===== config.mk =====
export PLATFORM = sky130hd
export DESIGN_NAME = uart_cfg
export DESIGN_NICKNAME = d
export VERILOG_FILES = /design/src/rtl/uart_cfg.sv
export SDC_FILE = /design/constraint.sdc
export NUM_CORES = 1
export LEC_CHECK = 0
export BUFFER_PORTS_ARGS = -buffer_cell sky130_fd_sc_hd__buf_2
export CAP_MARGIN = 20
export CORE_MARGIN = 8
export CORE_UTILIZATION = 34
export DETAILED_ROUTE_END_ITERATION = 8
export GPL_ROUTABILITY_DRIVEN = 0
export SLEW_MARGIN = 15
export SYNTH_ARGS = -nofsm -noshare
export SYNTH_HDL_FRONTEND = slang
export SYNTH_SLANG_ARGS = --single-unit

===== constraint.sdc =====
create_clock -name clk -period 2.47 [get_ports clk]
set_input_delay 0 -clock clk [delete_from_list [all_inputs] [get_ports clk]]
set_output_delay 0 -clock clk [all_outputs]
set_load 0.05 [all_outputs]

===== src/rtl/uart_cfg.sv =====
// Parametrised full-duplex UART: configurable data width, parity and stop bits,
// 16x-oversampled receiver with majority vote and parity/framing/overrun reporting.
module uart_cfg #(
    parameter int unsigned CLK_FREQ   = 50_000_000,
    parameter int unsigned BAUD_RATE  = 115200,
    parameter int unsigned OVERSAMPLE = 16,
    parameter int unsigned DATA_BITS  = 8,
    parameter int unsigned PARITY     = 0,
    parameter int unsigned STOP_BITS  = 1
) (
    input  logic                 clk,
    input  logic                 rst_n,
    input  logic                 rx,
    output logic                 tx,
    input  logic [DATA_BITS-1:0] tx_data,
    input  logic                 tx_valid,
    output logic                 tx_ready,
    output logic                 tx_busy,
    output logic [DATA_BITS-1:0] rx_data,
    output logic                 rx_valid,
    input  logic                 rx_ready,
    output logic                 parity_err,
    output logic                 frame_err,
    output logic                 overrun
);

    localparam int unsigned DIV      = CLK_FREQ / (BAUD_RATE * OVERSAMPLE);
    localparam int unsigned BIT_CLKS = OVERSAMPLE * DIV;
    localparam int unsigned CW       = $clog2(BIT_CLKS + 1);
    localparam int unsigned DW       = $clog2(DIV + 1);
    localparam int unsigned TW       = $clog2(OVERSAMPLE);
    localparam int unsigned BW       = $clog2(DATA_BITS + 1);
    localparam int unsigned HALF     = OVERSAMPLE / 2;

    generate
        if (DIV < 1) begin : g_div_chk
            $error("uart_cfg: CLK_FREQ too low for BAUD_RATE*OVERSAMPLE");
        end
    endgenerate

    typedef enum logic [2:0] {TX_IDLE, TX_START, TX_DATA, TX_PAR, TX_STOP} tx_state_t;
    typedef enum logic [2:0] {RX_IDLE, RX_START, RX_DATA, RX_PAR, RX_STOP} rx_state_t;

    // ---------------- transmitter ----------------
    tx_state_t            r_tx_state;
    logic                 r_tx;
    logic                 r_tx_ready;
    logic                 r_tx_busy;
    logic [CW-1:0]        r_tx_cnt;
    logic [BW-1:0]        r_tx_bit;
    logic                 r_tx_stop;
    logic [DATA_BITS-1:0] r_tx_shift;
    logic                 r_tx_par;
    logic                 w_tx_bit_end;

    assign w_tx_bit_end = (r_tx_cnt == CW'(BIT_CLKS - 1));

    always_ff @(posedge clk or negedge rst_n) begin
        if (!rst_n) begin
            r_tx_state <= TX_IDLE;
            r_tx       <= 1'b1;
            r_tx_ready <= 1'b1;
            r_tx_busy  <= 1'b0;
            r_tx_cnt   <= '0;
            r_tx_bit   <= '0;
            r_tx_stop  <= 1'b0;
            r_tx_shift <= '0;
            r_tx_par   <= 1'b0;
        end else begin
            if (r_tx_state != TX_IDLE)
                r_tx_cnt <= w_tx_bit_end ? '0 : r_tx_cnt + CW'(1);
            case (r_tx_state)
                TX_IDLE: begin
                    r_tx <= 1'b1;
                    if (tx_valid && r_tx_ready) begin
                        r_tx_shift <= tx_data;
                        r_tx_par   <= (PARITY == 2) ? ^tx_data : ~^tx_data;
                        r_tx       <= 1'b0;
                        r_tx_cnt   <= '0;
                        r_tx_ready <= 1'b0;
                        r_tx_busy  <= 1'b1;
                        r_tx_state <= TX_START;
                    end
                end
                TX_START: begin
                    if (w_tx_bit_end) begin
                        r_tx_state <= TX_DATA;
                        r_tx       <= r_tx_shift[0];
                        r_tx_bit   <= '0;
                    end
                end
                TX_DATA: begin
                    if (w_tx_bit_end) begin
                        if (r_tx_bit == BW'(DATA_BITS - 1)) begin
                            r_tx_stop <= 1'b0;
                            if (PARITY != 0) begin
                                r_tx_state <= TX_PAR;
                                r_tx       <= r_tx_par;
                            end else begin
                                r_tx_state <= TX_STOP;
                                r_tx       <= 1'b1;
                            end
                        end else begin
                            r_tx_bit   <= r_tx_bit + BW'(1);
                            r_tx_shift <= r_tx_shift >> 1;
                            r_tx       <= r_tx_shift[1];
                        end
                    end
                end
                TX_PAR: begin
                    if (w_tx_bit_end) begin
                        r_tx_state <= TX_STOP;
                        r_tx       <= 1'b1;
                        r_tx_stop  <= 1'b0;
                    end
                end
                TX_STOP: begin
                    if (w_tx_bit_end) begin
                        if (r_tx_stop == 1'(STOP_BITS - 1)) begin
                            r_tx_state <= TX_IDLE;
                            r_tx_ready <= 1'b1;
                            r_tx_busy  <= 1'b0;
                        end else begin
                            r_tx_stop <= 1'b1;
                        end
                    end
                end
                default: r_tx_state <= TX_IDLE;
            endcase
        end
    end

    assign tx       = r_tx;
    assign tx_ready = r_tx_ready;
    assign tx_busy  = r_tx_busy;

    // ---------------- receiver ----------------
    rx_state_t            r_rx_state;
    logic [1:0]           r_sync;
    logic                 r_rx_prev;
    logic [DW-1:0]        r_rx_div;
    logic [TW-1:0]        r_rx_tick;
    logic [1:0]           r_rx_ones;
    logic [BW-1:0]        r_rx_bit;
    logic [DATA_BITS-1:0] r_rx_shift;
    logic                 r_rx_par;
    logic [DATA_BITS-1:0] r_rx_data;
    logic                 r_rx_valid;
    logic                 r_parity_err;
    logic                 r_frame_err;
    logic                 r_overrun;

    logic w_rx_s, w_tick, w_samp, w_decide, w_bit_end, w_vote, w_consume, w_par_ok;

    assign w_rx_s    = r_sync[1];
    assign w_tick    = (r_rx_div == DW'(DIV - 1));
    assign w_samp    = w_tick && ((r_rx_tick == TW'(HALF - 1)) || (r_rx_tick == TW'(HALF)) ||
                                  (r_rx_tick == TW'(HALF + 1)));
    assign w_decide  = w_tick && (r_rx_tick == TW'(HALF + 1));
    assign w_bit_end = w_tick && (r_rx_tick == TW'(OVERSAMPLE - 1));
    // Third vote sample is the live one; the first two are accumulated in r_rx_ones.
    assign w_vote    = ((r_rx_ones + 2'(w_rx_s)) >= 2'd2);
    assign w_consume = r_rx_valid && rx_ready;
    assign w_par_ok  = (PARITY == 2) ? ((^r_rx_shift) == r_rx_par) : ((~^r_rx_shift) == r_rx_par);

    always_ff @(posedge clk or negedge rst_n) begin
        if (!rst_n) begin
            r_sync       <= 2'b11;
            r_rx_prev    <= 1'b1;
            r_rx_state   <= RX_IDLE;
            r_rx_div     <= '0;
            r_rx_tick    <= '0;
            r_rx_ones    <= '0;
            r_rx_bit     <= '0;
            r_rx_shift   <= '0;
            r_rx_par     <= 1'b0;
            r_rx_data    <= '0;
            r_rx_valid   <= 1'b0;
            r_parity_err <= 1'b0;
            r_frame_err  <= 1'b0;
            r_overrun    <= 1'b0;
        end else begin
            r_sync       <= {r_sync[0], rx};
            r_rx_prev    <= w_rx_s;
            r_parity_err <= 1'b0;
            r_frame_err  <= 1'b0;
            r_overrun    <= 1'b0;
            if (w_consume)
                r_rx_valid <= 1'b0;
            if (r_rx_state != RX_IDLE) begin
                r_rx_div <= w_tick ? '0 : r_rx_div + DW'(1);
                if (w_tick)
                    r_rx_tick <= (r_rx_tick == TW'(OVERSAMPLE - 1)) ? '0 : r_rx_tick + TW'(1);
                if (w_samp)
                    r_rx_ones <= w_decide ? '0 : r_rx_ones + 2'(w_rx_s);
            end
            case (r_rx_state)
                RX_IDLE: begin
                    if (r_rx_prev && !w_rx_s) begin
                        r_rx_state <= RX_START;
                        r_rx_div   <= '0;
                        r_rx_tick  <= '0;
                        r_rx_ones  <= '0;
                        r_rx_bit   <= '0;
                    end
                end
                RX_START: begin
                    if (w_decide && w_vote)
                        r_rx_state <= RX_IDLE;
                    else if (w_bit_end)
                        r_rx_state <= RX_DATA;
                end
                RX_DATA: begin
                    if (w_decide) begin
                        r_rx_shift <= {w_vote, r_rx_shift[DATA_BITS-1:1]};
                        r_rx_bit   <= r_rx_bit + BW'(1);
                    end
                    if (w_bit_end && (r_rx_bit == BW'(DATA_BITS)))
                        r_rx_state <= (PARITY != 0) ? RX_PAR : RX_STOP;
                end
                RX_PAR: begin
                    if (w_decide)
                        r_rx_par <= w_vote;
                    if (w_bit_end)
                        r_rx_state <= RX_STOP;
                end
                RX_STOP: begin
                    // Decide at mid-stop so the next start edge is seen with half a bit of margin.
                    if (w_decide) begin
                        r_rx_state   <= RX_IDLE;
                        r_frame_err  <= ~w_vote;
                        r_parity_err <= (PARITY != 0) && !w_par_ok;
                        if (!r_rx_valid || w_consume) begin
                            r_rx_data  <= r_rx_shift;
                            r_rx_valid <= 1'b1;
                        end else begin
                            r_overrun <= 1'b1;
                        end
                    end
                end
                default: r_rx_state <= RX_IDLE;
            endcase
        end
    end

    assign rx_data    = r_rx_data;
    assign rx_valid   = r_rx_valid;
    assign parity_err = r_parity_err;
    assign frame_err  = r_frame_err;
    assign overrun    = r_overrun;

endmodule


## Word-level counts from Yosys, hierarchy flattened

Cells that the tools add are included.

- Output and inout bits: 15
- Flip-flop bits (word level): 68
- Word-level logic and storage cells: 164

- Multiplexer cells: 73
- Equality and inequality tests: 30
- Reduce and logical (&&, ||, !) cells: 33
- Add/subtract/negate cells: 6
- $lt $le $gt $ge: 1
- Bitwise operators: 1

Operator list:

| kind | count |
|---|---|
| $mux W4 | 10 |
| $mux W3 | 13 |
| $mux W9 | 4 |
| $pmux W3 S5 | 2 |
| $ne A2 B2 Y1 const B | 13 |
| $mux W1 | 25 |
| $mux W8 | 3 |
| $mux W5 | 4 |
| $eq A4 B4 Y1 const B | 4 |
| $pmux W4 S2 | 2 |
| $pmux W8 S2 | 1 |
| $reduce_and A4 Y1 | 4 |
| $add A4 B1 Y4 const B | 3 |
| $eq A3 B2 Y1 const B | 4 |
| $mux W2 | 5 |
| $reduce_and A5 Y1 | 2 |
| $add A9 B1 Y9 const B | 1 |
| $eq A9 B9 Y1 const B | 1 |
| $reduce_bool A3 Y1 | 3 |
| $eq A4 B3 Y1 const B | 2 |
| $logic_and A1 B1 Y1 | 8 |
| $reduce_bool A2 Y1 | 4 |
| $reduce_and A7 Y1 | 1 |
| $eq A3 B1 Y1 const B | 2 |
| other kinds (16) | 23 |

## Longest topological paths before layout

- Depth in word-level cells: 8
- Mapped depth: 7

## Worst setup path before layout

Ideal clock, no wire load.

- Path kind: register -> register
- From: register r_tx_cnt[0]
- To: register r_tx_shift[0]
- Stages on the path, launching flop included: 7
- Data arrival time: 1.915 ns
- Period minus slack after synthesis: 2.040 ns
- Path slack: 0.430 ns
- Cells stage by stage: dfrtp_1 -> ha_1 -> nand4_2 -> or2_1 -> o21ai_1 -> nor4b_4 -> mux2_2

- Word-level cells in the longest chain between the ends: 3

Ends and longest elaborated chain:

| item | line | source |
|---|---|---|
| start: declaration | 49 | `logic [CW-1:0] r_tx_cnt;` |
| start signal: assignment | 71 | `r_tx_cnt <= w_tx_bit_end ? '0 : r_tx_cnt + CW'(1);` |
| $eq A9 B9 Y1 | 56 | `assign w_tx_bit_end = (r_tx_cnt == CW'(BIT_CLKS - 1));` |
| $ne A2 B2 Y1 (no line) | - |  |
| $reduce_and A4 Y1 (no line) | - |  |
| end signal: assignment | 76 | `r_tx_shift <= tx_data;` |
| end signal: assignment | 105 | `r_tx_shift <= r_tx_shift >> 1;` |
| end: declaration | 52 | `logic [DATA_BITS-1:0] r_tx_shift;` |

No other way between the ends.
A chain may end at the register's enable or synchronous reset.

## Worst setup path after layout

- From: register r_rx_div[0]
- To: register r_rx_state[1]

- Word-level cells in the longest chain between the ends: 5
- Elaborated cells on any way between the ends: 12
- Those cells by class: eq/ne: 5; mux: 2; reduce/logical: 5

Ends and longest elaborated chain:

| item | line | source |
|---|---|---|
| start: declaration | 141 | `logic [DW-1:0] r_rx_div;` |
| start signal: assignment | 191 | `r_rx_div <= w_tick ? '0 : r_rx_div + DW'(1);` |
| $eq A5 B5 Y1 (*) | 156 | `assign w_tick = (r_rx_div == DW'(DIV - 1));` |
| $logic_and A1 B1 Y1 (on tied branches) | 159, 160 |  |
| $logic_and A1 B1 Y1 (on tied branches) | 208, 218 |  |
| $ne A3 B3 Y1 (no line), or another cell as far along | - |  |
| $reduce_and A5 Y1 (no line) / $pmux W3 S5 (equally long branches) | - |  |
| end signal: assignment | 219 | `r_rx_state <= (PARITY != 0) ? RX_PAR : RX_STOP;` |
| end: declaration | 138 | `rx_state_t r_rx_state;` |

Mark *: on every way between the ends. The rest lies on a longest branch, timed or not.

==> qor.yml <==
worst_setup_path:
  path_buf_inv: 1
  cp_max_fo: 8
  criticalPathCategory: "flop to flop"
  startpoint_type: "flop"
  cp.required_ns: 2.71
  crit_chain: "inv_1 -> ha_1 -> nand4b_1 -> nor2_4 -> a221oi_1 -> nor4b_1 -> mux2_2"
  end_kind: "flop"
  cp_slowest_cell: "nor4b_1"
  slowest_delay_ns: 0.47
  crit_family: "simple AND/OR/NAND/NOR gates"
  critical_path_arrival_ns: 2.48
power:
  p_leak_nw: 1.87
  fin_total_pwr_mw: 2.79
  power.switching_uw: 760
  switching_share: 0.273
  ir_drop_v: 0.000320
  p_clk_frac: 0.407
  combPwrFrac: 0.142
  pwr-share-seq: 0.452
  intPower_mw: 2.03
  powerDensity_nw_per_um2: 704
synth:
  syn_nets: 343
  syn_area_sq_um: 3270
  yosysMostFrequentCell: "dfrtp_1"
  synth_seq_cells: 67
  syn_inst: 320
  synthTopCellsByCount: "62 x dfrtp_1, 52 x nand2_1, 31 x nor2_1, 24 x o21ai_0, 23 x mux2_2"
  yosysTopAreaCell: "dfrtp_1"
  synth_area_leaders: "dfrtp_1 47%, mux2_2 7.9%, nand2_1 6.0%"
  synthArstFlopShare: 1.00
  synth_flop_cell: "dfrtp_1"
  syn_area_per_cell_sq_um: 10.2
  synth.top_cell.area_share: 0.475
  ys_types: 53
  yosysSeqAreaShare: 0.515
  synth_edf_count: 0
  ys_warn_count: 0
detailed_routing:
  firstDrtPassIters: 4
  drt_iter0_drc: 81
  wire_per_inst_um: 12.6
  route.detailed.drc: 0
  wl_mm: 6.33
  num_vias: 2442
  via_per_inst: 4.87
  postRouteAntennaNets: 0
timing:
  hold_violations: 0
  fmax_ghz: 0.446
  slew_headroom: 0.551
  fin_ws_ns: 0.227
  final_max_slew_viol_count: 0
  rsz0062_at_grt: "no"
  finalClockSkew_ns: 0.00859
  tns_ns: 0
  setup_viol: 0
  post-route-min-period_ns: 2.24
  finalCritPeriodShare: 0.908
  holdWs_ns: 0.225
  worst_slew_pin_slew_ns: 0.673
clock_tree:
  cts_buffer_depth: 2
  cts_buffers: 9
  clk_latency_ns: 0.34
  h-tree-depth: 3
  cts_tree: "yes"
  cts_num_sinks: 67
  clkTransAtPathRegs_ns: 0.08
  root_buffer: "clkbuf_8"
floorplanning:
  start_util: 0.352
  dieArea_sq_um: 13000
  rows: 35
  die_x_um: 114
  fp.dieH_um: 114
  io_pins: 28
  core_sq_um: 9280
flow_run:
  drv_cap: 0
cells_and_area:
  final_util: 0.426
  diodes: 0
  stdcell_count: 501
  design_area_sq_um: 3960
  area.growth.synth_to_final_pct: 21.0
  final_nets: 390
  drive_gt1_frac: 0.234
global_route:
  antenna_found_initial: 0
  grt_pass1_vias: 2385
  grt_use_total: 0.103
  grt_pass1_wl_mm: 11.0
  grt_max_degree: 40
  overflow: 0
place:
  port_buffers: 26
  pre_cts_slack_ns: 0.196
  hpwl_mm: 4.39
  dpl_cell_area_sq_um: 3580
  dpl.cell_count: 473
outcome:
  outcome: "completed"
worst_hold_path:
  hold_path_class: "input pin to asynchronous set/reset pin"
logic make-up (layout without fill, tap and decap cells):
| kind of cell | after synthesis | count (layout) | share of synthesized area |
|---|---|---|---|
| muxes | 24 | 24 | 0.0823 |
| buffers and inverters | 16 | 68 | 0.0211 |
| xor gates and xnor gates | 9 | 9 | 0.0241 |
| AOI/OAI and AO/OA | 55 | 55 | 0.0972 |
| and+or+nand+nor | 138 | 138 | 0.221 |
| DFF | 67 | 67 | 0.515 |
| adders and majority gates | 10 | 10 | 0.0383 |
| other | 1 | 1 | 0.00115 |
timing repair:
item | 4_1_cts | 5_1_grt
endpoints found under the setup margin | 0 | 1
hold buffers | 12 | 0
resized for setup | 0 | 1
hold endpoints to repair | 40 | 0
buffers inserted | 0 | 0
layout make-up:
cell class                 count  area, sq um
clock inverter                 7          124
timing repair buffer          45          315
multi-input combinational    237         1520
inverter                       7         26.3
clock buffer                   9          124
fill                         923         5330
tap                          129          161
sequential                    67         1680
path summary, 6_finish.rpt:
kind / start / endpoint / slack (ns) / cells past startpoint
worst max-delay path: r_rx_div[0]$_DFF_PN0_ / r_rx_state[1]$_DFFE_PN0P_ / 0.23 / 7
worst min-delay path: rst_n / r_rx_div[3]$_DFF_PN0_ / 0.23 / 2
worst max register to register: r_rx_div[0]$_DFF_PN0_ / r_rx_state[1]$_DFFE_PN0P_ / 0.23 / 7
worst min register to register: r_sync[0]$_DFF_PN1_ / r_sync[1]$_DFF_PN1_ / 0.37 / 0
max in group asynchronous: rst_n / r_sync[1]$_DFF_PN1_ / 1.54 / 3
min in group clk: rx / r_sync[0]$_DFF_PN1_ / 0.29 / 2
registers in the layout, summed over array words and instances, names as in the netlist:
signal and flops:
r_rx_div 5, rx_data 8, overrun 1, r_rx_bit 4, r_rx_state 3, r_tx_bit 4, r_rx_ones 2, r_rx_tick 4
tx_ready 1, r_rx_shift 8, r_rx_prev 1, tx 1, r_tx_cnt 9, r_sync 2, r_tx_shift 8, frame_err 1
tx_busy 1, rx_valid 1, r_tx_state 3
layout by cell type, fill, tap and decap left out, drive strengths merged, types with 2 or more instances in the layout:
cell | synthesis | final
a21oi | 14 | 14
nor3b | 2 | 2
or4 | 2 | 2
buf | 5 | 33
a21o | 2 | 2
or3 | 2 | 2
nor3 | 9 | 9
nand2 | 52 | 52
xnor2 | 2 | 2
dlygate4sd3 | 0 | 12
xor2 | 7 | 7
ha | 10 | 10
bufinv | 0 | 3
dfrtp | 62 | 62
or4b | 2 | 2
inv | 7 | 9
nor2 | 32 | 32
o31ai | 3 | 3
nand3b | 2 | 2
a31oi | 2 | 2
o21ai | 27 | 27
dfstp | 5 | 5
nor2b | 4 | 4
nor4b | 2 | 2
and2 | 2 | 2
nand2b | 4 | 4
nand4b | 2 | 2
mux2 | 23 | 23
nand3 | 5 | 5
nand4 | 4 | 4
or3b | 2 | 2
and3 | 5 | 5
clkbuf | 4 | 9
or2 | 2 | 2
metal layers:
metal  up-vias  GRT usage  part of all wire
met5         -          0                 0
met1      1167      0.129              0.49
met3        11     0.0322             0.041
li1       1217          -                 -
met4         0     0.0346             0.014
met2        47      0.163              0.45
power by group through the flow:
stage | clock [mW] | combinational [mW] | sequential (mW)
2_1_floorplan | 0 | 0.291 | 1.26
3_3_place_gp | 0 | 0.375 | 1.27
3_5_place_dp | 0 | 0.382 | 1.28
4_1_cts | 1.16 | 0.397 | 1.26
5_1_grt | 1.20 | 0.452 | 1.27
6_report | 1.13 | 0.395 | 1.26
Power figures use the tool's default switching activity.
